<file path="src/rtl/space_pkg.sv">
// rtl/space_pkg.sv - shared types, screen limits and priority encoder for the space game
package space_pkg;

  typedef enum logic [2:0] {
    IDLE    = 3'd0,
    ARMED   = 3'd1,
    PENDING = 3'd2,
    COMMIT  = 3'd3,
    CLEARED = 3'd4
  } hit_state_t;

  localparam int SCREEN_W    = 640;
  localparam int SCREEN_H    = 480;
  localparam int MAX_ENEMIES = 8;

  // Index of the lowest set bit; 0 when the vector is empty.
  function automatic logic [2:0] lowest_set_idx(input logic [MAX_ENEMIES-1:0] vec);
    lowest_set_idx = 3'd0;
    for (int i = MAX_ENEMIES - 1; i >= 0; i--) begin
      if (vec[i]) lowest_set_idx = 3'(i);
    end
  endfunction

endpackage

</file>
<file path="src/rtl/frame_tick_sync.sv">
// rtl/frame_tick_sync.sv - two-flop synchroniser and rising-edge strobe for frame_clk
module frame_tick_sync (
  input  logic Clk,
  input  logic Reset,
  input  logic frame_clk,
  output logic frame_tick
);

  logic sync1_q, sync1_d;
  logic sync2_q, sync2_d;
  logic prev_q,  prev_d;

  // Shift the raw strobe through the synchroniser and keep one delayed copy for edge detect.
  always_comb begin
    sync1_d = frame_clk;
    sync2_d = sync1_q;
    prev_d  = sync2_q;
  end

  // Synchroniser and edge-detect registers.
  always_ff @(posedge Clk) begin
    if (Reset) begin
      sync1_q <= 1'b0;
      sync2_q <= 1'b0;
      prev_q  <= 1'b0;
    end else begin
      sync1_q <= sync1_d;
      sync2_q <= sync2_d;
      prev_q  <= prev_d;
    end
  end

  // One-cycle pulse on the synchronised rising edge.
  always_comb begin
    frame_tick = sync2_q & ~prev_q;
  end

endmodule

</file>
<file path="src/rtl/enemy_hit_tracker.sv">
// rtl/enemy_hit_tracker.sv - missile/enemy overlap detection, once-per-frame retire and scoring
module enemy_hit_tracker
  import space_pkg::*;
#(
  parameter int N_ENEMIES = 5,
  parameter int POINTS    = 10,
  parameter int SCORE_W   = 16
) (
  input  logic                 Clk,
  input  logic                 Reset,
  input  logic                 frame_clk,
  input  logic                 Start,
  input  logic [9:0]           DrawX,
  input  logic [9:0]           DrawY,
  input  logic [N_ENEMIES-1:0] enemy_on_vec,
  input  logic                 missile_on,
  output logic [N_ENEMIES-1:0] alive,
  output logic                 missile_hit,
  output logic [2:0]           hit_index,
  output logic [SCORE_W-1:0]   score,
  output logic                 wave_clear
);

  hit_state_t             state_q, state_d;
  logic [N_ENEMIES-1:0]   alive_q, alive_d;
  logic [SCORE_W-1:0]     score_q, score_d;
  logic [2:0]             pend_idx_q, pend_idx_d;
  logic [2:0]             hit_index_q, hit_index_d;

  logic                   frame_tick;
  logic                   on_screen;
  logic [N_ENEMIES-1:0]   hit_vec;
  logic                   hit_any;
  logic [N_ENEMIES-1:0]   kill_mask;
  logic [N_ENEMIES-1:0]   alive_after_kill;
  logic [SCORE_W:0]       score_sum;
  logic [SCORE_W-1:0]     score_sat;

  frame_tick_sync u_frame_tick_sync (
    .Clk        (Clk),
    .Reset      (Reset),
    .frame_clk  (frame_clk),
    .frame_tick (frame_tick)
  );

  // Qualify overlap against the visible area and the live enemies; derive commit values.
  always_comb begin
    on_screen        = (DrawX < 10'(SCREEN_W)) && (DrawY < 10'(SCREEN_H));
    hit_vec          = enemy_on_vec & alive_q & {N_ENEMIES{missile_on & on_screen}};
    hit_any          = |hit_vec;
    kill_mask        = N_ENEMIES'(1) << pend_idx_q;
    alive_after_kill = alive_q & ~kill_mask;
    score_sum        = {1'b0, score_q} + (SCORE_W + 1)'(POINTS);
    score_sat        = score_sum[SCORE_W] ? {SCORE_W{1'b1}} : score_sum[SCORE_W-1:0];
  end

  // State register.
  always_ff @(posedge Clk) begin
    if (Reset) state_q <= IDLE;
    else       state_q <= state_d;
  end

  // Next-state logic: at most one kill latched per frame, committed on the following tick.
  always_comb begin
    state_d = state_q;
    case (state_q)
      IDLE:    if (Start)      state_d = ARMED;
      ARMED:   if (hit_any)    state_d = PENDING;
      PENDING: if (frame_tick) state_d = COMMIT;
      COMMIT:  state_d = (alive_after_kill == '0) ? CLEARED : ARMED;
      CLEARED: if (Start)      state_d = ARMED;
      default: state_d = IDLE;
    endcase
  end

  // Datapath updates driven by the current state.
  always_comb begin
    alive_d     = alive_q;
    score_d     = score_q;
    pend_idx_d  = pend_idx_q;
    hit_index_d = hit_index_q;
    case (state_q)
      IDLE, CLEARED: if (Start) alive_d = '1;
      ARMED:   if (hit_any) pend_idx_d = lowest_set_idx(MAX_ENEMIES'(hit_vec));
      PENDING: if (frame_tick) hit_index_d = pend_idx_q;
      COMMIT: begin
        alive_d = alive_after_kill;
        score_d = score_sat;
      end
      default: ;
    endcase
  end

  // Datapath registers; reset clears mask, score and any latched hit.
  always_ff @(posedge Clk) begin
    if (Reset) begin
      alive_q     <= '0;
      score_q     <= '0;
      pend_idx_q  <= 3'd0;
      hit_index_q <= 3'd0;
    end else begin
      alive_q     <= alive_d;
      score_q     <= score_d;
      pend_idx_q  <= pend_idx_d;
      hit_index_q <= hit_index_d;
    end
  end

  // Outputs decoded from state and registers.
  always_comb begin
    alive       = alive_q;
    score       = score_q;
    hit_index   = hit_index_q;
    missile_hit = (state_q == COMMIT);
    wave_clear  = (state_q == CLEARED);
  end

endmodule

</file>
<file path="config.mk">
export PLATFORM = sky130hd
export DESIGN_NAME = enemy_hit_tracker
export DESIGN_NICKNAME = d
export VERILOG_FILES = /design/src/rtl/space_pkg.sv /design/src/rtl/frame_tick_sync.sv /design/src/rtl/enemy_hit_tracker.sv
export SDC_FILE = /design/constraint.sdc
export NUM_CORES = 1
export LEC_CHECK = 0
export CAP_MARGIN = 20
export CORE_AREA = 3 3 64 66
export CTS_CLUSTER_DIAMETER = 200
export DETAILED_ROUTE_END_ITERATION = 8
export DIE_AREA = 0 0 67 69
export MAX_ROUTING_LAYER = met4
export PLACE_DENSITY = 0.74
export SYNTH_ARGS = -nofsm -noshare
export SYNTH_HDL_FRONTEND = slang
export SYNTH_SLANG_ARGS = --single-unit
</file>
<file path="constraint.sdc">
create_clock -name Clk -period 1.86 [get_ports Clk]
set_input_delay 0.558 -clock Clk [delete_from_list [all_inputs] [get_ports Clk]]
set_output_delay 0.558 -clock Clk [all_outputs]
set_load 0.03 [all_outputs]
</file>
==> summary.txt <==
Run status
  – Outcome: complete, no violations

Critical path
  – Crit path required time: 1300 ps
  – Critical R2R Launch: score[4]
  – Crit. End Element: output port
  – Max FO, Critical Path: 2
  – Crit path buffers/inverters: 1
  – Startpoint Class: register
  – R2R depth: 4
  – Critical Path AT: 1260 ps
  – CP max stage cell: clkdlybuf4s50_1
  – Critical path's largest stage delay: 660 ps
  – Cell Chain, Critical Path: clkdlybuf4s50_1
  – Reg2reg setup slack: 150 ps
  – Delay-heaviest family, CP: buffers and inverters
  – Worst r2r dst: score[14]
  – CP Launch Point: score[0]
  – Crit Path Class: reg -> out

Place
  – Port Buffer Count: 43
  – RePlAce Congestion: 0.816
  – Post-DP HPWL: 2.82 mm
  – Placed cells: 285
  – Placement Setup Slack: -174 ps

Logic synthesis
  – Post-Syn Area: 1580 sq um
  – Synth Net Count: 216
  – Warnings, synthesis: 0
  – Post-synth top flop: dfxtp_1
  – #FFs+latches synth: 33
  – Mapped Cells: 185
  – Async S/R FF share, synth: 0%
  – EDFF count, synth: 0
  – Mapped Avg Cell Area: 8.55 sq um
  – Sequential area share after synthesis: 41.8%
  – Synth cell types: 43

Run
  – Number of max-cap violations: 0

Worst hold path
  – Hold depth: 2
  – Worst Min Path Start: score[0]
  – WHS Endpoint: score[0]
  – HP Class: reg -> reg

Clocking
  – Worst-path clk slew: 60 ps
  – Clock latency on the worst-skew pair: 280 ps
  – Total clock buffers created by CTS: 5
  – H-tree Lvls: 2
  – CTS tree: built
  – CTS root buf: clkbuf_8
  – Clock buffer depth: 2
  – Count of hold-fix buffers inserted at cts: 0
  – Clock Sinks: 33

GRT
  – Vias in the first global route: 1465
  – Initial antenna violation count: 0
  – GRT Residual Overflow: 0
  – GR Util All Layers: 17.8%
  – Largest net degree at the start of global routing: 24
  – First-pass GRT wire length: 6.44 mm

Power and ir drop
  – Leakage: 0.000953 uW
  – VDD IR max: 0.533 mV
  – Power Density: 660 nW/um^2
  – Total Power: 1500 uW

Layout
  – Reg area: 661 sq um
  – Finished Layout Cells: 292
  – NumNets Final: 275
  – FILL cells: 342
  – Share of cells above drive strength 1: 13.1%
  – Diodes inserted: 0
  – Multi-input combinational cell area: 856 sq um
  – Layout area overhead: 43.3%

Drt
  – Pre-antenna DRT Iters: 4
  – Iteration-0 DRC count of the detailed router: 91
  – Routed Antenna Nets: 0
  – Final wirelength: 3.86 mm
  – DR WL/cell: 13.2 um
  – DRC Markers: 0
  – Via/cell ratio: 5.42
  – DR vias: 1583

Floorplanning
  – Placement row count: 22
  – Placeable Area: 3630 sq um
  – Die Wd: 67 um
  – Die Y: 69 um
  – Die area: 4620 sq um
  – # IOs: 56
  – Initial Utilization: 43.5%

Timing
  – Tcrit/Tclk final: 97.8%
  – Max Slew Vio Count: 0
  – PnR worst setup slack: 41.2 ps
  – Final setup fails: 0
  – Fin crit period: 1820 ps
  – Hold slack: 446 ps
  – Clk_skew: 2.62 ps
  – Relative slew slack: 76.0%
  – Setup_tns: 0 ps
  – Hold Vio Cnt, Final: 0
  – Worst Max-Slew Pin Slew: 355 ps
  – Highest clock rate: 0.550 GHz
  – Unrepaired setup endpoints after global routing: false
[worst max path at each step]
stage / end / slack [ps] / depth (start not counted)
floorplan: score[14] / 4 / 4
global placement: pend_idx_q[1] / -170 / 5
detailed placement: pend_idx_q[1] / -170 / 5
CTS: hit_index[0] / 2 / 1
global route: score[0] / 0.6 / 1
finish: score[0] / 40 / 1
[power by group]
group / internal, uW / switching [uW] / total, uW
Sequential: 726 / 17.8 / 744
Combinational: 108 / 110 / 218
Clock: 293 / 241 / 534
[worst reg2reg max path, delay by kind of cell, from the launching register on]
| kind | cells | cell delay (ps) |
|---|---|---|
| flops | 1 | 410 |
| simple gates | 3 | 1070 |
| compound gates | 1 | 170 |
[metrics by stage]
step                      area [sq um]  utilization (%)
after floorplan                   1580                -
after global placement            2170             59.6
after detailed placement          2170             59.6
after CTS                         2230             61.5
after global routing              2270             62.4
final                             2270             62.4
[routing by layer]
| layer | GRT usage (%) | part of all wire (%) | wire length [um] |
|---|---|---|---|
| met5 | - | 0 | 0 |
| met4 | 4.73 | 0.36 | 14 |
| met3 | 6.35 | 9.0 | 347 |
| met2 | 26.7 | 46 | 1790 |
| met1 | 22.6 | 44 | 1710 |
[layout by cell type (no fill, tap or decap), types with 2 or more instances in the layout]
cell type,netlist,routed
a21oi_1,22,22
a22oi_1,2,2
a31oi_1,4,4
and3_1,2,2
buf_4,0,21
clkbuf_8,0,6
clkdlybuf4s50_1,0,18
dfxtp_1,33,33
dlygate4sd2_1,0,18
dlymetal6s2s_1,0,5
inv_1,9,9
mux2i_1,3,3
nand2_1,10,10
nand2b_1,2,2
nand3_1,7,7
nand4_1,3,3
nor2_1,8,8
nor2b_1,4,4
nor3_1,7,7
nor3b_1,6,5
nor4_1,6,5
o21ai_0,8,8
o31ai_1,4,4
o41ai_1,3,3
or3_1,2,2
or4_1,3,3
xnor2_1,8,8
[Yosys cell counts (all sizes together), types with 3 or more instances]
master / n / area, sq um
or4: 3 / 22.5
dfxtp: 33 / 661
or3: 3 / 23.8
clkbuf: 8 / 30.0
nor3: 7 / 35.0
a31oi: 4 / 25.0
mux2i: 3 / 30.0
buf: 3 / 21.3
o21ai: 8 / 40.0
xnor2: 8 / 70.1
nor3b: 6 / 45.0
nor2: 8 / 30.0
nand2: 10 / 37.5
inv: 9 / 33.8
nor4: 6 / 37.5
nor2b: 4 / 25.0
o41ai: 3 / 26.3
a21oi: 22 / 110
nand4: 3 / 18.8
nand3: 7 / 35.0
o31ai: 4 / 30.0
[cell families (layout without fill, tap and decap cells)]
kind of cell | Yosys count | after routing | synth area share, %
and+or+nand+nor | 67 | 67 | 24.5
DFF | 33 | 33 | 41.8
muxes | 3 | 3 | 1.90
xor gates and xnor gates | 9 | 9 | 4.98
adders and majority gates | 1 | 1 | 0.791
buffers and inverters | 20 | 79 | 5.38
AOI/OAI and AO/OA | 52 | 52 | 20.6
[timing repair]
action                                  CTS  global route
endpoints found under the setup margin   19            18
buffers inserted                          0             0
resized for setup                        19             8
[area by class of cell]
class / instances / share of cell area, %
Inverter: 9 / 1.49
Tap cell: 48 / 2.65
Sequential cell: 33 / 29.2
Timing Repair Buffer: 63 / 25.1
Multi-Input combinational cell: 132 / 37.8
Clock buffer: 7 / 3.81
[state kept, by name (all words and copies together) (netlist names)]
signal                     flops
score                         16
hit_index                      3
pend_idx_q                     3
state_q                        3
u_frame_tick_sync.prev_q       1
u_frame_tick_sync.sync1_q      1
u_frame_tick_sync.prev_d       1
alive                          5
Note: power is estimated with default switching activity, not from simulation.
